File: src/rtl/apb_regbank_n.sv
`default_nettype none
// ============================================================================
//  Module   : apb_regbank_n
//  Purpose  : APB3/APB4 slave register bank. It holds NUM_REGS read/write
//             control registers, a synchronised read-only STATUS register and
//             a write-1-to-clear EVENT register that latches rising edges of
//             STATUS. It supports programmable wait states, byte strobes and
//             slave-error responses, and drives a level interrupt.
//  Config   : define APB_REGBANK_STRB_EN to honour i_pstrb. When it is left
//             undefined, every write is full-word.
//  Ports    : pclk, presetn       clock, asynchronous active-low reset
//             i_paddr..i_pstrb    APB request (address, direction, data, strobes)
//             o_prdata, o_pready, o_pslverr  APB response
//             o_hw_ctl            flattened control regs, reg k at [k*DW +: DW]
//             i_hw_sts            asynchronous status from external hardware
//             o_irq               OR of the EVENT register (registered)
//  Map      : index = paddr / (DW/8); 0..NUM_REGS-1 CTL (RW),
//             NUM_REGS STATUS (RO), NUM_REGS+1 EVENT (W1C), others unmapped
//  Revision : 1.0  initial release
// ============================================================================
module apb_regbank_n #(
  parameter int              AW          = 12,
  parameter int              DW          = 32,
  parameter int              NUM_REGS    = 8,
  parameter int              WAIT_STATES = 0,
  parameter logic [DW-1:0]   CTL_RESET   = '0,
  localparam int             SW          = DW / 8
) (
  input  logic                   pclk,
  input  logic                   presetn,
  input  logic [AW-1:0]          i_paddr,
  input  logic                   i_pwrite,
  input  logic                   i_psel,
  input  logic                   i_penable,
  input  logic [DW-1:0]          i_pwdata,
  input  logic [SW-1:0]          i_pstrb,
  output logic [DW-1:0]          o_prdata,
  output logic                   o_pready,
  output logic                   o_pslverr,
  output logic [NUM_REGS*DW-1:0] o_hw_ctl,
  input  logic [DW-1:0]          i_hw_sts,
  output logic                   o_irq
);

  localparam int              ALSB    = $clog2(SW);
  localparam int              IW      = AW - ALSB;
  localparam logic [IW-1:0]   STS_IDX = IW'(NUM_REGS);
  localparam logic [IW-1:0]   EVT_IDX = IW'(NUM_REGS + 1);

  typedef enum logic [1:0] {
    S_IDLE   = 2'd0,
    S_SETUP  = 2'd1,
    S_ACCESS = 2'd2
  } state_t;

  state_t            state_q, state_d;
  logic [3:0]        cnt_q, cnt_d;
  logic [AW-1:0]     addr_q, addr_d;
  logic              write_q, write_d;
  logic [DW-1:0]     wdata_q, wdata_d;
  logic [SW-1:0]     strb_q, strb_d;
  logic [DW-1:0]     ctl_q [NUM_REGS];
  logic [DW-1:0]     ctl_d [NUM_REGS];
  logic [DW-1:0]     sync1_q, sync2_q, sync3_q;
  logic [DW-1:0]     evt_q, evt_d;
  logic              irq_q;

  // --------------------------------------------------------------------------
  // Decode of the captured request
  // --------------------------------------------------------------------------
  logic [IW-1:0]     idx;
  logic              misaligned, is_ctl, is_sts, is_evt, err;
  logic              xfer_done, commit;
  logic [SW-1:0]     strb_eff;
  logic [DW-1:0]     bmask, rdata, clr;

  assign idx        = addr_q[AW-1:ALSB];
  assign misaligned = |addr_q[ALSB-1:0];
  assign is_ctl     = (idx < IW'(NUM_REGS));
  assign is_sts     = (idx == STS_IDX);
  assign is_evt     = (idx == EVT_IDX);
  assign err        = misaligned | ~(is_ctl | is_sts | is_evt) | (write_q & is_sts);

  // pready needs psel still high, so an abort never signals completion.
  assign xfer_done  = (state_q == S_ACCESS) && (cnt_q == 4'd0) && i_psel;
  assign commit     = xfer_done && write_q && !err;

`ifdef APB_REGBANK_STRB_EN
  assign strb_eff = strb_q;
`else
  // Strobes are captured but ignored; every write is full-word.
  logic unused_strb;
  assign unused_strb = ^strb_q;
  assign strb_eff    = '1;
`endif

  for (genvar b = 0; b < SW; b++) begin : g_bmask
    assign bmask[b*8 +: 8] = {8{strb_eff[b]}};
  end

  always_comb begin
    rdata = '0;
    for (int k = 0; k < NUM_REGS; k++) begin
      if (is_ctl && (idx == IW'(k))) rdata = ctl_q[k];
    end
    if (is_sts) rdata = sync2_q;
    if (is_evt) rdata = evt_q;
  end

  assign o_pready  = xfer_done;
  assign o_pslverr = xfer_done && err;
  assign o_prdata  = (xfer_done && !err && !write_q) ? rdata : '0;
  assign o_irq     = irq_q;

  // --------------------------------------------------------------------------
  // Transfer FSM; the request is captured while in SETUP, when the bus is
  // already in its access phase with the address held stable.
  // --------------------------------------------------------------------------
  always_comb begin
    state_d = state_q;
    cnt_d   = cnt_q;
    addr_d  = addr_q;
    write_d = write_q;
    wdata_d = wdata_q;
    strb_d  = strb_q;
    case (state_q)
      S_IDLE: begin
        if (i_psel && !i_penable) state_d = S_SETUP;
      end
      S_SETUP: begin
        state_d = S_ACCESS;
        cnt_d   = 4'(WAIT_STATES);
        addr_d  = i_paddr;
        write_d = i_pwrite;
        wdata_d = i_pwdata;
        strb_d  = i_pstrb;
      end
      S_ACCESS: begin
        if (!i_psel) begin
          state_d = S_IDLE;
        end else if (cnt_q != 4'd0) begin
          cnt_d = cnt_q - 4'd1;
        end else begin
          state_d = i_penable ? S_IDLE : S_SETUP;
        end
      end
      default: state_d = S_IDLE;
    endcase
  end

  // --------------------------------------------------------------------------
  // Register updates
  // --------------------------------------------------------------------------
  always_comb begin
    for (int k = 0; k < NUM_REGS; k++) begin
      ctl_d[k] = ctl_q[k];
      if (commit && is_ctl && (idx == IW'(k)))
        ctl_d[k] = (ctl_q[k] & ~bmask) | (wdata_q & bmask);
    end
  end

  // A rising edge in the same cycle as a clear of that bit keeps it set.
  assign clr   = (commit && is_evt) ? (wdata_q & bmask) : '0;
  assign evt_d = (evt_q & ~clr) | (sync2_q & ~sync3_q);

  always_ff @(posedge pclk or negedge presetn) begin
    if (!presetn) begin
      state_q <= S_IDLE;
      cnt_q   <= '0;
      addr_q  <= '0;
      write_q <= 1'b0;
      wdata_q <= '0;
      strb_q  <= '0;
      for (int k = 0; k < NUM_REGS; k++) ctl_q[k] <= CTL_RESET;
      sync1_q <= '0;
      sync2_q <= '0;
      sync3_q <= '0;
      evt_q   <= '0;
      irq_q   <= 1'b0;
    end else begin
      state_q <= state_d;
      cnt_q   <= cnt_d;
      addr_q  <= addr_d;
      write_q <= write_d;
      wdata_q <= wdata_d;
      strb_q  <= strb_d;
      for (int k = 0; k < NUM_REGS; k++) ctl_q[k] <= ctl_d[k];
      sync1_q <= i_hw_sts;
      sync2_q <= sync1_q;
      sync3_q <= sync2_q;
      evt_q   <= evt_d;
      irq_q   <= |evt_q;
    end
  end

  for (genvar k = 0; k < NUM_REGS; k++) begin : g_hw_ctl
    assign o_hw_ctl[k*DW +: DW] = ctl_q[k];
  end

endmodule
`default_nettype wire

File: config.mk
export PLATFORM = sky130hd
export DESIGN_NAME = apb_regbank_n
export DESIGN_NICKNAME = d
export VERILOG_FILES = /design/src/rtl/apb_regbank_n.sv
export SDC_FILE = /design/constraint.sdc
export NUM_CORES = 1
export LEC_CHECK = 0
export CORE_MARGIN = 5
export CORE_UTILIZATION = 35
export DETAILED_ROUTE_END_ITERATION = 6
export GPL_ROUTABILITY_DRIVEN = 0
export GPL_TIMING_DRIVEN = 0
export MAX_ROUTING_LAYER = met4
export SYNTH_ARGS = -nofsm -noshare
export SYNTH_HDL_FRONTEND = slang
export SYNTH_SLANG_ARGS = --single-unit
File: constraint.sdc
create_clock -name pclk -period 2.94 [get_ports pclk]
set_input_delay 0.588 -clock pclk [delete_from_list [all_inputs] [get_ports pclk]]
set_output_delay 0.588 -clock pclk [all_outputs]
set_load 0.05 [all_outputs]
==> run metrics, run 1 <==
clk sinks=436; clock root buffer=clkbuf_16; Setup Crit Path Kind=flip-flop to output port; Mapped Area=18,800 um^2; HP Class=input port to async pin; TritonCTS Buffers=47; Layout Nets=2,001; share of layout cells above drive strength 1=0.358; Filler Cell Count=4,631; CTS tree=yes; failing checks=DRC, hold timing, setup timing; CP bufs+invs=5; Fin Setup TNS=-22.65 ns; flops & latches, synth=436; most common cell after layout, fill and taps aside=dfrtp_1; routed via count=15,100; # DRC=1; CP Launch Type=flip-flop; peak supply drop=0.000475 V; core outline area=53,500 um^2; initial core utilization=0.352; Worst-Margin Slew=1.09 ns; Total Wirelength=82,200 um; clk_lat worst skew=0.59 ns; via/cell ratio=5.68; final setup margin=-0.830 ns; Syn Inst Count=1,415; Max Slew Vio Count=0; DRT Pass-1 Iters=7; crit path from=addr_q[10]; Max-Cap Viols=0; most frequent cells in the layout=dfrtp_1 (434), clkdlybuf4s50_1 (336), mux2_2 (271); crit-path most repeated cell=buf_12; Setup Skew=0.0123 ns; detailed placer's ending HPWL=55,300 um; worst hold margin=-0.0178 ns; I/O Buffers=371; run status=complete, but fails checks; Post-synth ARST share=1.00; number of library cell types mapped by synthesis=73; first-pass GRT wire length=114,000 um; sequential fraction of the synthesis area=0.580; I/O pin count=376; Util after Layout=0.506; htree depth=2; die area=58,500 um^2; clock-pin slew on the worst setup and hold paths=0.06 ns; M2 GR Usage=0.425; Routed wire per std cell=31.0 um; grt ovf=0; worst-path cell chain=or4b_4, nor4_4, buf_4, buf_12, buf_12, buf_12, a22oi_2, a31oi_4, buf_6; Critical Path AT=3.18 ns; die height=242 um; reg-to-reg startpoint=addr_q[11]; syn avg cell area=13.3 um^2; final setup fails=32; leading area contributor after synthesis=dfrtp_1; final hold viol count=6; initial antenna violation count=2; Reg2Reg Depth=9; Crit-path slowest cell=or4b_4; Yosys warning count=0; Fmax achieved=265 MHz; Post-synth top flop=dfrtp_1; die width=242 um; Post-synth EDFFs=0; crit-path leading delay family=simple AND/OR/NAND/NOR gates; r2r endpoint=o_hw_ctl[131]; Power Density=604 nW/um^2; cts hold-fix bufs=0; CP max FO=10; post-layout min period=3.77 ns; unrepaired setup endpoints after global routing=true; ANT nets after route=0; part of the cycle the worst path needs=1.28; Iter 0 DRT Violations=1,394; main area contributors after synthesis=dfrtp_1 (58%), mux2_2 (16%), mux2_4 (2.4%), buf_6 (2.0%), a22o_1 (1.6%); Synth Net Count=1,501; CP endpoint kind=output port; met1 Use GR=0.364; Worst EP required=2.35 ns; Pleak=11.9 nW; slowest stage delay, CP=0.55 ns; GRT Total Usage=0.277; clk buf depth=3; R2R Setup Slk=0.03 ns; # rows=85; busiest grt layer=met2; met3 Track Usage GR=0.0563; largest net degree at the start of global routing=102; share of the synthesized area in the top cell type=0.580; Setup Slack @ Placement=-2.12 ns; vias in the first global route=15,400; Slew headroom=0.269; area delta synth->final=43.8%
==> per-layer routing <==
layer	part of all wire	up-vias	wire length, um
li1	-	6196	-
met1	0.42	7839	34200
met2	0.46	818	37600
met3	0.079	216	6510
met4	0.047	0	3840
met5	0	-	0
==> worst register-to-register path, cell delays in order, from the launching register on <==
cell	delay [ns]
dfrtp_1	0.37
buf_6	0.13
buf_4	0.14
buf_6	0.12
or3_4	0.45
o31ai_2	0.41
nor3_1	0.11
nand4b_1	0.32
clkbuf_4	0.37
mux2_2	0.38
==> area by class of cell <==
class | instances | area (um^2) | share of cell area
flip-flops and latches | 436 | 10900 | 0.404
multi-input cells | 811 | 7530 | 0.279
repair buffers | 456 | 4690 | 0.173
clock buffers | 78 | 1460 | 0.0541
plain buffers | 118 | 1280 | 0.0475
well taps | 696 | 871 | 0.0322
inverters | 45 | 170 | 0.00629
clock inverters | 9 | 110 | 0.00407
diodes | 2 | 5.00 | 0.000185
==> how the worst max path moves through the flow <==
| stage | end | slack [ns] | cells past startpoint |
|---|---|---|---|
| finish | o_prdata[16] | -0.83 | 9 |
| global route | o_prdata[26] | -0.89 | 9 |
| CTS | o_prdata[26] | -0.77 | 10 |
| detailed placement | o_prdata[22] | -2.12 | 7 |
| global placement | wdata_q[23] | -18.08 | 1 |
| floorplan | o_prdata[27] | -0.18 | 6 |
==> sequential cells by signal, summed over array words and instances (netlist names) <==
signal / cells
addr_q: 12
cnt_q: 4
evt_q: 32
o_hw_ctl: 256
o_irq: 1
state_q: 2
sync1_q: 32
sync2_q: 32
sync3_q: 32
wdata_q: 32
write_q: 1
==> cells by family (layout without fill, tap and decap cells) <==
logic type / after synthesis / count (layout) / synth area share
fa+ha+maj: 1 / 1 / 0.000665
flops: 436 / 436 / 0.580
simple gates: 225 / 226 / 0.0642
xor+xnor: 1 / 1 / 0.000466
buf+inv: 169 / 706 / 0.0534
compound gates: 259 / 259 / 0.101
other cells: 0 / 2 / 0
mux: 324 / 324 / 0.200
==> cell usage after synthesis, types with 5 or more instances <==
library cell,n
a22o_1,35
o221ai_1,29
nand4_1,10
a21oi_1,44
nor2b_1,5
buf_4,9
mux2_2,271
o21ai_0,35
buf_6,33
a21o_1,5
o22ai_1,11
mux2i_1,9
nor3_1,18
nand2_1,72
and3_1,15
nand3_1,8
nor4_1,10
nor2_1,44
a31oi_1,16
mux2_1,13
o2bb2ai_1,12
nor4b_1,5
dfrtp_1,436
inv_1,44
clkbuf_1,43
a32o_1,6
a222oi_1,12
a221oi_1,14
mux2_4,30
nand2b_1,7
a22oi_1,19
buf_2,32
==> power breakdown <==
part | switching [mW] | leakage, nW | internal [mW]
combinational | 2.30 | 5.48 | 1.45
clock | 2.50 | 0.776 | 3.56
sequential | 0.208 | 5.59 | 6.31
total | 5.01 | 11.9 | 11.3
==> per-stage QoR <==
step                instances  hold slack (ns)  total power [mW]  area (um^2)
finish                   2651          -0.0178              16.3        27000
global route             2649           0.0302              16.8        27000
CTS                      2633          0.00268              16.2        26800
detailed placement       2486            0.336              9.56        23800
global placement         2482            0.335              9.50        23700
floorplan                1415            0.292              8.21        19100
==> timing repair <==
item                                    in CTS  in global routing
setup buffers                               65                 15
endpoints found under the setup margin     190                112
gates cloned                                 1                  1
pin swaps                                   32                 41
gates resized for setup                    446                 30
No activity file was read; power rests on OpenSTA's default activity.
==> run 2: changes to the inputs <==
--- a/config.mk
+++ b/config.mk
@@ -6,7 +6,7 @@
 export NUM_CORES = 1
 export LEC_CHECK = 0
 export CORE_MARGIN = 5
-export CORE_UTILIZATION = 35
+export CORE_UTILIZATION = 40
 export DETAILED_ROUTE_END_ITERATION = 6
 export GPL_ROUTABILITY_DRIVEN = 0
 export GPL_TIMING_DRIVEN = 0
==> run 2 against run 1 <==
  * The run ends with setup timing left
  * Clock-buffer cell count down 12
  * Hold slack better by 0.36 ns
  * Sequential power about the same
  * Cell area up 0.68%
  * Clock skew up 0.015 ns
  * Setup slack better by 0.15 ns
  * Final cell count down 3.5%
  * Critical endpoint is now o_prdata[27]
  * First-iteration DRC count up 12%
  * Die area down 12%
  * Critical path type unchanged
  * Critical path depth unchanged
  * Clock power up 3%
==> run metrics, run 2 (same netlist as run 1, synthesis figures left out) <==
run status=complete, but fails checks; CP max FO=10; crit-path leading delay family=buffers and inverters; most common cell after layout, fill and taps aside=dfrtp_1; switching pwr=4.97 mW; final setup fails=40; via/cell ratio=5.81; r2r endpoint=o_hw_ctl[151]; routed via count=14,900; grt ovf=0; first-pass GRT wire length=110,000 um; area delta synth->final=44.8%; Logic pwr share=0.228; Power Density=607 nW/um^2; Reg2Reg Depth=9; Pleak=12.0 nW; internal power=11.6 mW; I/O pin count=376; Total Wirelength=78,200 um; CP bufs+invs=4; R2R Setup Slk=0 ns; Max Slew Vio Count=0; Max-Cap Viols=0; post-layout min period=3.62 ns; hold path depth=0; clk sinks=436; final hold viol count=0; footprint of the multi-input gates=7680 um^2; die area=51,400 um^2; worst hold margin=0.346 ns; Switching Fraction=0.301; Filler Cell Count=3,762; CP endpoint kind=output port; WHS Endpoint=sync2_q[4]; part of the cycle the worst path needs=1.23; TritonCTS Buffers=47; clk_lat worst skew=0.60 ns; largest net degree at the start of global routing=120; reg-to-reg startpoint=addr_q[11]; die width=227 um; Layout Nets=2,002; die height=227 um; Routed wire per std cell=30.6 um; unrepaired setup endpoints after global routing=true; share of layout cells above drive strength 1=0.373; Critical Path AT=3.03 ns; Util after Layout=0.585; Crit-path slowest cell=dfrtp_1; clock root buffer=clkbuf_16; Setup Skew=0.0268 ns; slowest stage delay, CP=0.42 ns; Worst EP required=2.35 ns; final setup margin=-0.678 ns; # diodes=0; total power=16.5 mW; sequential share of power=0.394; Slew headroom=0.185; initial core utilization=0.404; I/O Buffers=371; clock share of power=0.378; Worst-Margin Slew=1.22 ns; clock-pin slew on the worst setup and hold paths=0.06 ns; core outline area=46,600 um^2; # rows=79; worst-path cell chain=nor4_4, buf_6, nand4_1, buf_4, nor3_4, buf_8, o221ai_1, a211oi_2, buf_6; Setup Crit Path Kind=flip-flop to output port; # DRC=0; Seq. cell area=10,900 um^2; initial antenna violation count=0; Fmax achieved=276 MHz; vias in the first global route=15,300; CP Launch Type=flip-flop; htree depth=2; hold_sp=sync1_q[4]; failing checks=setup timing; most frequent cells in the layout=dfrtp_1 (434), clkdlybuf4s50_1 (336), mux2_2 (271); Iter 0 DRT Violations=1,557; GRT Total Usage=0.305; crit-path most repeated cell=buf_6; clk buf depth=3; DRT Pass-1 Iters=7; detailed placer's ending HPWL=53,300 um; ANT nets after route=0; max reg flops=256; peak supply drop=0.000427 V; HP Class=flip-flop to flip-flop; CTS tree=yes
## run 2: changes by cell type in the layout (fill, tap and decap cells not counted), moves of 4 or more
cell | before | now
a221oi_2 | 3 | 10
a21oi_4 | 8 | 12
clkinvlp_4 | 0 | 5
a221oi_1 | 11 | 4
buf_8 | 8 | 15
a21oi_1 | 28 | 23
clkbuf_8 | 24 | 19
clkbuf_1 | 21 | 12
buf_16 | 5 | 9
## run 2: how the worst max path moves through the flow
stage	depth (start not counted)	start	endpoint	slack, ns
after floorplan	6	addr_q[9]	o_prdata[27]	-0.18
after global placement	1	presetn	o_hw_ctl[18]	-18.05
after detailed placement	8	addr_q[3]	o_prdata[13]	-2.04
after CTS	8	addr_q[10]	o_prdata[23]	-0.68
after global routing	9	addr_q[6]	o_prdata[27]	-0.79
final	9	addr_q[6]	o_prdata[27]	-0.68
## run 2: cell type report
type | count | area share
plain buffers | 115 | 0.0475
clock buffers | 66 | 0.0510
clock inverters | 18 | 0.00891
inverters | 45 | 0.00625
multi-input cells | 810 | 0.282
flip-flops and latches | 436 | 0.401
well taps | 607 | 0.0279
repair buffers | 461 | 0.176
## run 2: power groups by stage
stage	registers (mW)	logic (mW)	clock network, mW
final	6.51	3.76	6.25
after global routing	6.54	3.92	6.58
after CTS	6.51	3.47	6.34
after detailed placement	6.59	2.91	0
after global placement	6.60	2.85	0
after floorplan	6.55	1.66	0
## run 2: timing repair
| item | 4_1_cts | 5_1_grt |
|---|---|---|
| cloned | 0 | 3 |
| setup endpoints to repair | 193 | 90 |
| gates resized for setup | 455 | 80 |
| pin swaps | 45 | 48 |
| hold buffers | 1 | 0 |
| endpoints found under the hold margin | 63 | 0 |
| setup buffers | 51 | 31 |
## run 2: metal layers
layer / part of all wire / GRT usage / up-vias
met5: 0 / - / -
met4: 0.051 / 0.128 / 0
met3: 0.092 / 0.0672 / 212
met2: 0.46 / 0.470 / 786
met1: 0.39 / 0.394 / 7673
li1: - / - / 6195
## run 2: stage by stage
stage               TNS (ns)  instances  instance area, um^2  setup slack [ns]
CTS                   -18.24       2527                26600            -0.680
finish                -18.67       2558                27200            -0.678
floorplan             -0.452       1415                19100            -0.183
detailed placement   -115.21       2398                23700             -2.04
global placement    -7953.93       2393                23600            -18.05
global route          -22.19       2558                27200            -0.794
==> run 3: changes to the inputs <==
--- a/config.mk
+++ b/config.mk
@@ -6,11 +6,12 @@
 export NUM_CORES = 1
 export LEC_CHECK = 0
 export CORE_MARGIN = 5
-export CORE_UTILIZATION = 40
+export CORE_UTILIZATION = 52
 export DETAILED_ROUTE_END_ITERATION = 6
 export GPL_ROUTABILITY_DRIVEN = 0
 export GPL_TIMING_DRIVEN = 0
 export MAX_ROUTING_LAYER = met4
+export PLACE_DENSITY = 0.8
 export SYNTH_ARGS = -nofsm -noshare
 export SYNTH_HDL_FRONTEND = slang
 export SYNTH_SLANG_ARGS = --single-unit
==> run 3 against run 2 <==
  * The run ends with DRC, setup timing left
  * Critical endpoint is now o_prdata[29]
  * Flip-flop and latch count stayed put
  * Highest routed layer unchanged
  * Core utilization grew 17 points
  * Combinational power shrank 2%
==> run metrics, run 3 (same netlist as run 1, synthesis figures left out) <==
Filler Cell Count=2,251; Routed wire per std cell=31.8 um; Total Wirelength=76,400 um; initial antenna violation count=1; crit-path most repeated cell=buf_6; clock-pin slew on the worst setup and hold paths=0.06 ns; share of layout cells above drive strength 1=0.371; Setup Skew=0.0143 ns; Power Density=604 nW/um^2; # DRC=9; total power=16.3 mW; failing checks=DRC, setup timing; Worst-Margin Slew=1.16 ns; Setup Crit Path Kind=flip-flop to output port; HP Class=input port to async pin; Crit-path slowest cell=or4_4; Fmax achieved=273 MHz; slowest stage delay, CP=0.57 ns; via/cell ratio=6.47; unrepaired setup endpoints after global routing=true; I/O pin count=376; run status=complete, but fails checks; post-layout min period=3.67 ns; max reg flops=256; final setup fails=32; ANT nets after route=0; grt ovf=0; clk_lat worst skew=0.58 ns; Layout Nets=1,993; area delta synth->final=43.2%; htree depth=2; first-pass GRT wire length=106,000 um; DRT Pass-1 Iters=7; final setup margin=-0.729 ns; Max-Cap Viols=0; Pleak=11.9 nW; die area=40,100 um^2; detailed placer's ending HPWL=49,700 um; Max Slew Vio Count=0; Setup Slack @ Placement=-1.87 ns; TritonCTS Buffers=46; part of the cycle the worst path needs=1.25; vias in the first global route=15,500; most frequent cells in the layout=dfrtp_1 (433), clkdlybuf4s50_1 (336), mux2_2 (271); # rows=69; Seq. cell area=10,900 um^2; worst-path cell chain=buf_6, o21ai_0, nand4_1, or3_4, or4_4, a31oi_4, buf_6; Iter 0 DRT Violations=1,839; Worst EP required=2.35 ns; clk sinks=436; footprint of the multi-input gates=7740 um^2; Critical Path AT=3.08 ns; final hold viol count=0; CTS tree=yes; crit-path leading delay family=simple AND/OR/NAND/NOR gates; CP endpoint kind=output port; CP Launch Type=flip-flop; largest net degree at the start of global routing=128; routed via count=15,600; initial core utilization=0.527; peak supply drop=0.000485 V; clk buf depth=3; die height=200 um; clock root buffer=clkbuf_16; I/O Buffers=371; GRT Total Usage=0.366; CP bufs+invs=2; die width=200 um; most common cell after layout, fill and taps aside=dfrtp_1; CP max FO=8; core outline area=35,700 um^2; Slew headroom=0.229
run 3: cell count changes in the layout (fill, tap and decap cells not counted), moves of 5 or more:
cell,before,now
buf_2,15,22
o221ai_1,25,19
buf_12,19,25
buf_16,9,3
a21oi_1,23,29
clkbuf_4,11,6
run 3: worst reg2reg max path, cell delays in order (launching register included):
cell	delay, ns
dfrtp_1	0.38
buf_6	0.13
buf_8	0.14
or3_1	0.50
o31ai_2	0.42
nor3_1	0.10
nand4b_1	0.35
buf_2	0.41
mux2_2	0.39
run 3: stage by stage:
step / util / area [um^2] / TNS [ns] / hold WS [ns] / instances
2_1_floorplan: - / 19100 / -0.452 / 0.292 / 1415
3_3_place_gp: 0.656 / 23400 / -7672.37 / 0.334 / 2247
3_5_place_dp: 0.659 / 23500 / -88.82 / 0.335 / 2250
4_1_cts: 0.728 / 26000 / -19.28 / 0.0881 / 2360
5_1_grt: 0.755 / 26900 / -21.47 / 0.131 / 2402
6_report: 0.755 / 26900 / -18.14 / 0.0414 / 2404
run 3: metal layers:
metal / GRT usage / wire [um] / up-vias
met5: - / 0 / -
met4: 0.178 / 4960 / 0
met3: 0.127 / 9570 / 321
met2: 0.553 / 34700 / 1205
met1: 0.444 / 27100 / 7859
li1: - / - / 6174
run 3: timing repair:
| action | in CTS | in global routing |
|---|---|---|
| gates cloned | 1 | 3 |
| hold endpoints to repair | 0 | 0 |
| buffers inserted | 34 | 42 |
| pin swaps | 18 | 52 |
| hold buffers | 0 | 0 |
| endpoints found under the setup margin | 165 | 58 |
| resized for setup | 403 | 134 |
run 3: worst paths after layout:
kind,slack [ns],cells past startpoint,end,from
setup / recovery,-0.73,7,o_prdata[29],addr_q[4]
hold / removal,0.04,1,o_hw_ctl[250],presetn
setup reg to reg,0,8,o_hw_ctl[150],addr_q[11]
hold reg to reg,0.35,0,sync2_q[15],sync1_q[15]
max in group asynchronous,1.77,2,o_hw_ctl[103],presetn
min in group pclk,0.35,0,sync2_q[15],sync1_q[15]
run 3: area by class of cell:
cell class,instances,share of cell area
antenna,3,0.000279
buffer,114,0.0453
clock buffer,64,0.0498
clock inverter,17,0.00869
inverter,45,0.00632
multi-input combinational,810,0.288
sequential,436,0.405
tap,461,0.0214
timing repair buffer,454,0.175
run 3: power breakdown:
part	total [mW]	switching (mW)	internal [mW]	leakage (nW)
clock	6.08	2.45	3.62	0.776
sequential	6.52	0.208	6.31	5.59
combinational	3.67	2.28	1.39	5.50
total	16.3	4.94	11.3	11.9
